$ cat config.mk
export PLATFORM = sky130hd
export DESIGN_NAME = vram_arbiter_flat
export DESIGN_NICKNAME = d
export VERILOG_FILES = /design/src/rtl/vram_arbiter_if.sv /design/src/rtl/vram_arbiter.sv /design/src/flat_wrapper.sv
export SDC_FILE = /design/constraint.sdc
export NUM_CORES = 1
export LEC_CHECK = 0
export ABC_AREA = 1
export CAP_MARGIN = 10
export CORE_ASPECT_RATIO = 0.9
export CORE_MARGIN = 2
export CORE_UTILIZATION = 38
export CTS_CLUSTER_SIZE = 14
export DETAILED_ROUTE_END_ITERATION = 6
export PLACE_DENSITY_LB_ADDON = 0.3
export SYNTH_ARGS = -nofsm -noshare
export SYNTH_HDL_FRONTEND = slang
export SYNTH_SLANG_ARGS = --single-unit
export TNS_END_PERCENT = 100
$ cat constraint.sdc
create_clock -name clk -period 1.9 [get_ports clk]
set_input_delay 0.38 -clock clk [delete_from_list [all_inputs] [get_ports clk]]
set_output_delay 0.38 -clock clk [all_outputs]
set_load 0.05 [all_outputs]
$ cat src/rtl/vram_arbiter_if.sv
`default_nettype none
// ============================================================================
// Module   : vram_arbiter_if
// Brief    : Display, CPU and VRAM-macro signal bundle for vram_arbiter.
// Revision : 1.0
// ============================================================================
interface vram_arbiter_if #(
  parameter int ADDR_W     = 32,
  parameter int DATA_W     = 8,
  parameter int DEPTH_LOG2 = 16
);
  logic                  disp_req;
  logic [ADDR_W-1:0]     disp_addr;
  logic                  disp_gnt;
  logic                  disp_rvalid;
  logic [DATA_W-1:0]     disp_rdata;

  logic                  cpu_req;
  logic                  cpu_we;
  logic [ADDR_W-1:0]     cpu_addr;
  logic [DATA_W-1:0]     cpu_wdata;
  logic                  cpu_gnt;
  logic                  cpu_rvalid;
  logic [DATA_W-1:0]     cpu_rdata;
  logic                  cpu_err;

  logic                  mem_en;
  logic                  mem_we;
  logic [DEPTH_LOG2-1:0] mem_addr;
  logic [DATA_W-1:0]     mem_wdata;
  logic [DATA_W-1:0]     mem_rdata;

  modport master (
    output disp_req, disp_addr,
    input  disp_gnt, disp_rvalid, disp_rdata,
    output cpu_req, cpu_we, cpu_addr, cpu_wdata,
    input  cpu_gnt, cpu_rvalid, cpu_rdata, cpu_err,
    input  mem_en, mem_we, mem_addr, mem_wdata,
    output mem_rdata
  );

  modport slave (
    input  disp_req, disp_addr,
    output disp_gnt, disp_rvalid, disp_rdata,
    input  cpu_req, cpu_we, cpu_addr, cpu_wdata,
    output cpu_gnt, cpu_rvalid, cpu_rdata, cpu_err,
    output mem_en, mem_we, mem_addr, mem_wdata,
    input  mem_rdata
  );
endinterface
`default_nettype wire

$ cat src/rtl/vram_arbiter.sv
`default_nettype none
// ============================================================================
// Module   : vram_arbiter
// Brief    : Single-port VRAM sharing between display scan-out and CPU.
// Revision : 1.0
// ============================================================================
module vram_arbiter #(
  parameter int ADDR_W     = 32,
  parameter int DATA_W     = 8,
  parameter int DEPTH_LOG2 = 16,
  parameter int MAX_WAIT   = 4
) (
  input  wire logic     clk,
  input  wire logic     reset,
  vram_arbiter_if.slave bus
);
  localparam int c_WAIT_W = ($clog2(MAX_WAIT + 1) < 1) ? 1 : $clog2(MAX_WAIT + 1);
  localparam logic [c_WAIT_W-1:0] c_MAX_WAIT = c_WAIT_W'(MAX_WAIT);

  typedef enum logic [2:0] {
    K_NONE    = 3'd0,
    K_DISP_RD = 3'd1,
    K_CPU_RD  = 3'd2,
    K_CPU_WR  = 3'd3,
    K_ERR_RD  = 3'd4,
    K_ERR_WR  = 3'd5
  } kind_t;

  logic [c_WAIT_W-1:0]   r_wait_cnt, w_wait_nxt;
  logic                  w_cpu_gnt, w_disp_gnt, w_cpu_oor, w_cpu_issue;
  kind_t                 r_kind1, r_kind2, w_kind1_nxt;
  logic                  r_mem_en, r_mem_we;
  logic [DEPTH_LOG2-1:0] r_mem_addr;
  logic [DATA_W-1:0]     r_mem_wdata;
  logic [DATA_W-1:0]     r_disp_rdata, r_cpu_rdata, w_disp_rdata, w_cpu_rdata;

  generate
    if (ADDR_W > DEPTH_LOG2) begin : g_oor
      logic w_unused_disp_hi;
      assign w_cpu_oor        = |bus.cpu_addr[ADDR_W-1:DEPTH_LOG2];
      assign w_unused_disp_hi = ^bus.disp_addr[ADDR_W-1:DEPTH_LOG2];
    end else begin : g_no_oor
      assign w_cpu_oor = 1'b0;
    end
  endgenerate

  always_comb begin
    w_cpu_gnt  = 1'b0;
    w_disp_gnt = 1'b0;
    if (!reset) begin
      w_cpu_gnt  = bus.cpu_req && (!bus.disp_req || (r_wait_cnt == c_MAX_WAIT));
      w_disp_gnt = bus.disp_req && !w_cpu_gnt;
    end
  end

  assign w_cpu_issue = w_cpu_gnt && !w_cpu_oor;

  always_comb begin
    w_wait_nxt = '0;
    if (bus.cpu_req && !w_cpu_gnt)
      w_wait_nxt = (r_wait_cnt == c_MAX_WAIT) ? r_wait_cnt : r_wait_cnt + 1'b1;
  end

  always_comb begin
    w_kind1_nxt = K_NONE;
    if (w_cpu_gnt) begin
      case ({w_cpu_oor, bus.cpu_we})
        2'b00:   w_kind1_nxt = K_CPU_RD;
        2'b01:   w_kind1_nxt = K_CPU_WR;
        2'b10:   w_kind1_nxt = K_ERR_RD;
        default: w_kind1_nxt = K_ERR_WR;
      endcase
    end else if (w_disp_gnt) begin
      w_kind1_nxt = K_DISP_RD;
    end
  end

  // Return data comes straight from the macro in its valid cycle, then is held.
  always_comb begin
    w_disp_rdata = r_disp_rdata;
    w_cpu_rdata  = r_cpu_rdata;
    if (r_kind2 == K_DISP_RD) w_disp_rdata = bus.mem_rdata;
    if (r_kind2 == K_CPU_RD)  w_cpu_rdata  = bus.mem_rdata;
    if (r_kind2 == K_ERR_RD)  w_cpu_rdata  = '0;
  end

  always_ff @(posedge clk or posedge reset) begin
    if (reset) begin
      r_wait_cnt   <= '0;
      r_kind1      <= K_NONE;
      r_kind2      <= K_NONE;
      r_mem_en     <= 1'b0;
      r_mem_we     <= 1'b0;
      r_mem_addr   <= '0;
      r_mem_wdata  <= '0;
      r_disp_rdata <= '0;
      r_cpu_rdata  <= '0;
    end else begin
      r_wait_cnt   <= w_wait_nxt;
      r_kind1      <= w_kind1_nxt;
      r_kind2      <= r_kind1;
      r_mem_en     <= w_disp_gnt || w_cpu_issue;
      r_mem_we     <= w_cpu_issue && bus.cpu_we;
      if (w_disp_gnt)
        r_mem_addr <= bus.disp_addr[DEPTH_LOG2-1:0];
      else if (w_cpu_issue)
        r_mem_addr <= bus.cpu_addr[DEPTH_LOG2-1:0];
      if (w_cpu_issue && bus.cpu_we)
        r_mem_wdata <= bus.cpu_wdata;
      r_disp_rdata <= w_disp_rdata;
      r_cpu_rdata  <= w_cpu_rdata;
    end
  end

  assign bus.disp_gnt    = w_disp_gnt;
  assign bus.cpu_gnt     = w_cpu_gnt;
  assign bus.disp_rvalid = (r_kind2 == K_DISP_RD);
  assign bus.disp_rdata  = w_disp_rdata;
  assign bus.cpu_rvalid  = (r_kind2 == K_CPU_RD) || (r_kind2 == K_ERR_RD);
  assign bus.cpu_rdata   = w_cpu_rdata;
  assign bus.cpu_err     = (r_kind2 == K_ERR_RD) || (r_kind2 == K_ERR_WR);
  assign bus.mem_en      = r_mem_en;
  assign bus.mem_we      = r_mem_we;
  assign bus.mem_addr    = r_mem_addr;
  assign bus.mem_wdata   = r_mem_wdata;
endmodule
`default_nettype wire

$ cat src/flat_wrapper.sv
// flat-port wrapper written by rule: the top's interface ports become plain ports
module vram_arbiter_flat 
#(
  parameter int ADDR_W     = 32,
  parameter int DATA_W     = 8,
  parameter int DEPTH_LOG2 = 16,
  parameter int MAX_WAIT   = 4
)
  (clk, reset, bus_disp_req, bus_disp_addr, bus_disp_gnt, bus_disp_rvalid, bus_disp_rdata, bus_cpu_req, bus_cpu_we, bus_cpu_addr, bus_cpu_wdata, bus_cpu_gnt, bus_cpu_rvalid, bus_cpu_rdata, bus_cpu_err, bus_mem_en, bus_mem_we, bus_mem_addr, bus_mem_wdata, bus_mem_rdata);
  vram_arbiter_if #(.ADDR_W(ADDR_W), .DATA_W(DATA_W), .DEPTH_LOG2(DEPTH_LOG2)) bus_i ();
  input  wire logic clk;
  input  wire logic reset;
  input wire logic [$bits(bus_i.disp_req)-1:0] bus_disp_req;
  input wire logic [$bits(bus_i.disp_addr)-1:0] bus_disp_addr;
  output wire logic [$bits(bus_i.disp_gnt)-1:0] bus_disp_gnt;
  output wire logic [$bits(bus_i.disp_rvalid)-1:0] bus_disp_rvalid;
  output wire logic [$bits(bus_i.disp_rdata)-1:0] bus_disp_rdata;
  input wire logic [$bits(bus_i.cpu_req)-1:0] bus_cpu_req;
  input wire logic [$bits(bus_i.cpu_we)-1:0] bus_cpu_we;
  input wire logic [$bits(bus_i.cpu_addr)-1:0] bus_cpu_addr;
  input wire logic [$bits(bus_i.cpu_wdata)-1:0] bus_cpu_wdata;
  output wire logic [$bits(bus_i.cpu_gnt)-1:0] bus_cpu_gnt;
  output wire logic [$bits(bus_i.cpu_rvalid)-1:0] bus_cpu_rvalid;
  output wire logic [$bits(bus_i.cpu_rdata)-1:0] bus_cpu_rdata;
  output wire logic [$bits(bus_i.cpu_err)-1:0] bus_cpu_err;
  output wire logic [$bits(bus_i.mem_en)-1:0] bus_mem_en;
  output wire logic [$bits(bus_i.mem_we)-1:0] bus_mem_we;
  output wire logic [$bits(bus_i.mem_addr)-1:0] bus_mem_addr;
  output wire logic [$bits(bus_i.mem_wdata)-1:0] bus_mem_wdata;
  input wire logic [$bits(bus_i.mem_rdata)-1:0] bus_mem_rdata;
  assign bus_i.disp_req = bus_disp_req;
  assign bus_i.disp_addr = bus_disp_addr;
  assign bus_disp_gnt = bus_i.disp_gnt;
  assign bus_disp_rvalid = bus_i.disp_rvalid;
  assign bus_disp_rdata = bus_i.disp_rdata;
  assign bus_i.cpu_req = bus_cpu_req;
  assign bus_i.cpu_we = bus_cpu_we;
  assign bus_i.cpu_addr = bus_cpu_addr;
  assign bus_i.cpu_wdata = bus_cpu_wdata;
  assign bus_cpu_gnt = bus_i.cpu_gnt;
  assign bus_cpu_rvalid = bus_i.cpu_rvalid;
  assign bus_cpu_rdata = bus_i.cpu_rdata;
  assign bus_cpu_err = bus_i.cpu_err;
  assign bus_mem_en = bus_i.mem_en;
  assign bus_mem_we = bus_i.mem_we;
  assign bus_mem_addr = bus_i.mem_addr;
  assign bus_mem_wdata = bus_i.mem_wdata;
  assign bus_i.mem_rdata = bus_mem_rdata;
  vram_arbiter #(.ADDR_W(ADDR_W), .DATA_W(DATA_W), .DEPTH_LOG2(DEPTH_LOG2), .MAX_WAIT(MAX_WAIT)) u_core (.clk(clk), .reset(reset), .bus(bus_i));
endmodule
==> flow_summary.ini <==
[synthesis]
synth_cell_types = 22
synth_top_family_by_area = simple AND/OR/NAND/NOR gates
synth.top_cell.area_share_pct = 55.7
synth_fa_ha_area_share_pct = 1.09
syn-cell-area_sq_um = 2290
synthSimpleGateAreaFrac_pct = 29.6
yosysWarnings = 0
synth_compound_area_share_pct = 7.65
ys_seq_elements = 51
synthCells = 271
synth_xor_area_share_pct = 0.765
ys_seq_area_share_pct = 55.7
synth_top_area_cell = dfrtp_1
synth.area.mux_share_pct = 0
syn_avg_cell_area_sq_um = 8.45
synth_fp_nets = 358
yosys-top-cells-area = dfrtp_1, nand2_1, o21ai_0, nand3_1, inv_1

[global_route]
use_met3_pct = 4.89
grt_use_total_pct = 20.1
grt_max_degree = 24
overflow = 0
grt_first_pass_wirelength_mm = 10.6
grtUsageMet2_pct = 37.6
busiest_layer = met2
grt_pass1_vias = 2326
antenna_found_initial = 0
gr-usage-met1_pct = 22.7

[cells_and_area]
register_area_sq_um = 1280
final_cell_mix = nand2_1, clkdlybuf4s50_1, dfrtp_1, buf_4, buf_12
n_antenna_cell = 0
layout-drive-gt1-share_pct = 26.6
final_common_cell = nand2_1
fillers = 426
nNetsFinal = 500
multi_input_area_sq_um = 1140
fin_area_sq_um = 4250
utilization_pct = 73.8
syn_to_final_growth_pct = 85.7
stdcell_count = 484

[clock_tree]
clk_pin_slew_ps = 80
cts_tree = built
htreeDepth = 2
numCtsBuffers = 5
clock_latency_ps = 290
holdBufCountCts = 0
root_buffer = clkbuf_8
cts_sinks = 51
cts_max_path_buffers = 2

[timing]
holdWs_ps = 353
max-slew-margin-rel_pct = 65.7
finClkSkew_ps = 10.3
rsz0062_at_grt = yes
fmax_mhz = 511
fin_crit_sh_pct = 103
tightest_slew_ps = 514
hold_viol = 0
worst_slack_ps = -58.6
min_period_ps = 1960
setup_viol = 15
slew_violations = 0

[routing]
routed_via_density = 4.72
drc = 5
drt-total-wl_mm = 6.39
vias = 2284
drt.antenna.violating_nets = 0
drt-initial-drc-count = 64
wl_per_cell_um = 13.2
dr.pass1.iters = 7

[die]
core_area_sq_um = 5760
dieWidth_um = 85.8
ios = 132
fp.dieH_um = 77.6
row_count = 26
dieArea_sq_um = 6660
start_util_pct = 39.8

[worst_hold_path]
hold_class = reg -> reg
min_path_cells = 0
hold_end = u_core.r_kind2[0]$_DFF_PP0_
hp-start = u_core.r_kind1[0]$_DFF_PP0_

[job]
drv_cap = 0

[critical_path]
crit_path_start_kind = flip-flop
rr_worst_depth = 11
required_ps = 1520
crit_path_start = u_core.r_kind2[2]$_DFF_PP0_
critical_path_class = reg -> out
cp_max_fo = 7
critPathArrivalTime_ps = 1580
reg2reg_slack_ps = 170
r2r-start = u_core.r_wait_cnt[0]$_DFFE_PP0P_
r2r-end = u_core.bus.mem_addr[6]$_DFFE_PP0P_
end_kind = output pin

[outcome]
violations = design-rule violations, negative setup slack
outcome = complete, but fails checks

[power_and_ir_drop]
ir_worst_vdd_v = 0.000462
leakage_uw = 0.00211
powerDensity_nw_per_um2 = 734

[placement]
finalWeightedCongestion = 0.767
placed_cell_area_sq_um = 3880
placed_cells = 459
port_buffers = 115
hpwlAfterDp_mm = 4.45
## per-stage QoR
step           total power [uW]  TNS, ps  worst slack (ps)
2_1_floorplan              1950    -1670              -139
3_3_place_gp               2460        0              43.9
6_report                   3120     -372             -58.6
5_1_grt                    3280    -1790              -146
3_5_place_dp               2480    -22.6             -21.2
4_1_cts                    3100    -92.8             -28.0
## sequential cells by signal, summed over array words and instances, names as in the netlist
name	count
u_core.bus.mem_we	1
u_core.r_wait_cnt	3
u_core.r_disp_rdata	8
u_core.bus.mem_wdata	8
u_core.r_kind2	3
u_core.bus.mem_en	1
u_core.r_kind1	3
u_core.bus.mem_addr	16
u_core.r_cpu_rdata	8
## how the worst max path moves through the flow
stage	end	slack, ps
2_1_floorplan	bus_cpu_rdata[1]	-140
3_3_place_gp	u_core.bus.mem_wdata[3]$_DFFE_PP0P_	40
5_1_grt	bus_cpu_rdata[1]	-150
6_report	bus_cpu_rdata[2]	-60
4_1_cts	bus_cpu_rdata[2]	-30
3_5_place_dp	bus_cpu_rdata[7]	-20
## final cells by class
type	count	share of cell area, %
repair inverters	2	0.441
multi-input cells	194	26.9
well taps	70	2.06
clock buffers	6	1.71
flip-flops and latches	51	30.0
inverters	18	1.82
repair buffers	141	36.7
clock inverters	2	0.294
## worst max-delay path: stages, from the launching register on
cell,delay (ps)
dfrtp_1,380
inv_2,70
nand3_4,120
clkinvlp_4,190
buf_4,190
a21oi_4,180
buf_12,150
## where the power goes
part           internal (uW)  switching, uW  total (uW)
Clock                    258            326         584
Combinational            553            717        1270
Sequential              1200           64.5        1260
## cell usage after synthesis
library cell  instances
a21oi_1              10
ha_1                  2
nand3_1              18
xor2_1                1
nand2_1             112
inv_2                 1
dfrtp_1              51
clkbuf_1              2
nor3_1                1
nand3_4               1
nand2_4               3
inv_1                17
buf_4                 1
xnor2_1               1
buf_2                 4
nor2_4                1
and2_1                1
buf_8                 1
nand2_2               4
nor2_8                1
nor2_1               13
o21ai_0              25
## per-layer routing
metal | part of all wire, % | vias up
met5 | 0 | -
met4 | 1.4 | 0
met3 | 5.9 | 8
met2 | 54 | 87
met1 | 39 | 1055
li1 | - | 1134
## kinds of logic after synthesis
family,Yosys count
flip-flops,51
AND/OR/NAND/NOR,155
buffers and inverters,26
adder cells (fa/ha/maj),2
XOR/XNOR,2
AO/OA/AOI/OAI,35
## timing repair
item / in CTS / in global routing
endpoints found under the setup margin: 18 / 47
gates resized for setup: 32 / 20
pin swaps: 9 / 1
setup buffers: 12 / 3
gates cloned: 2 / 0
Note: power is estimated with default switching activity, not from simulation.
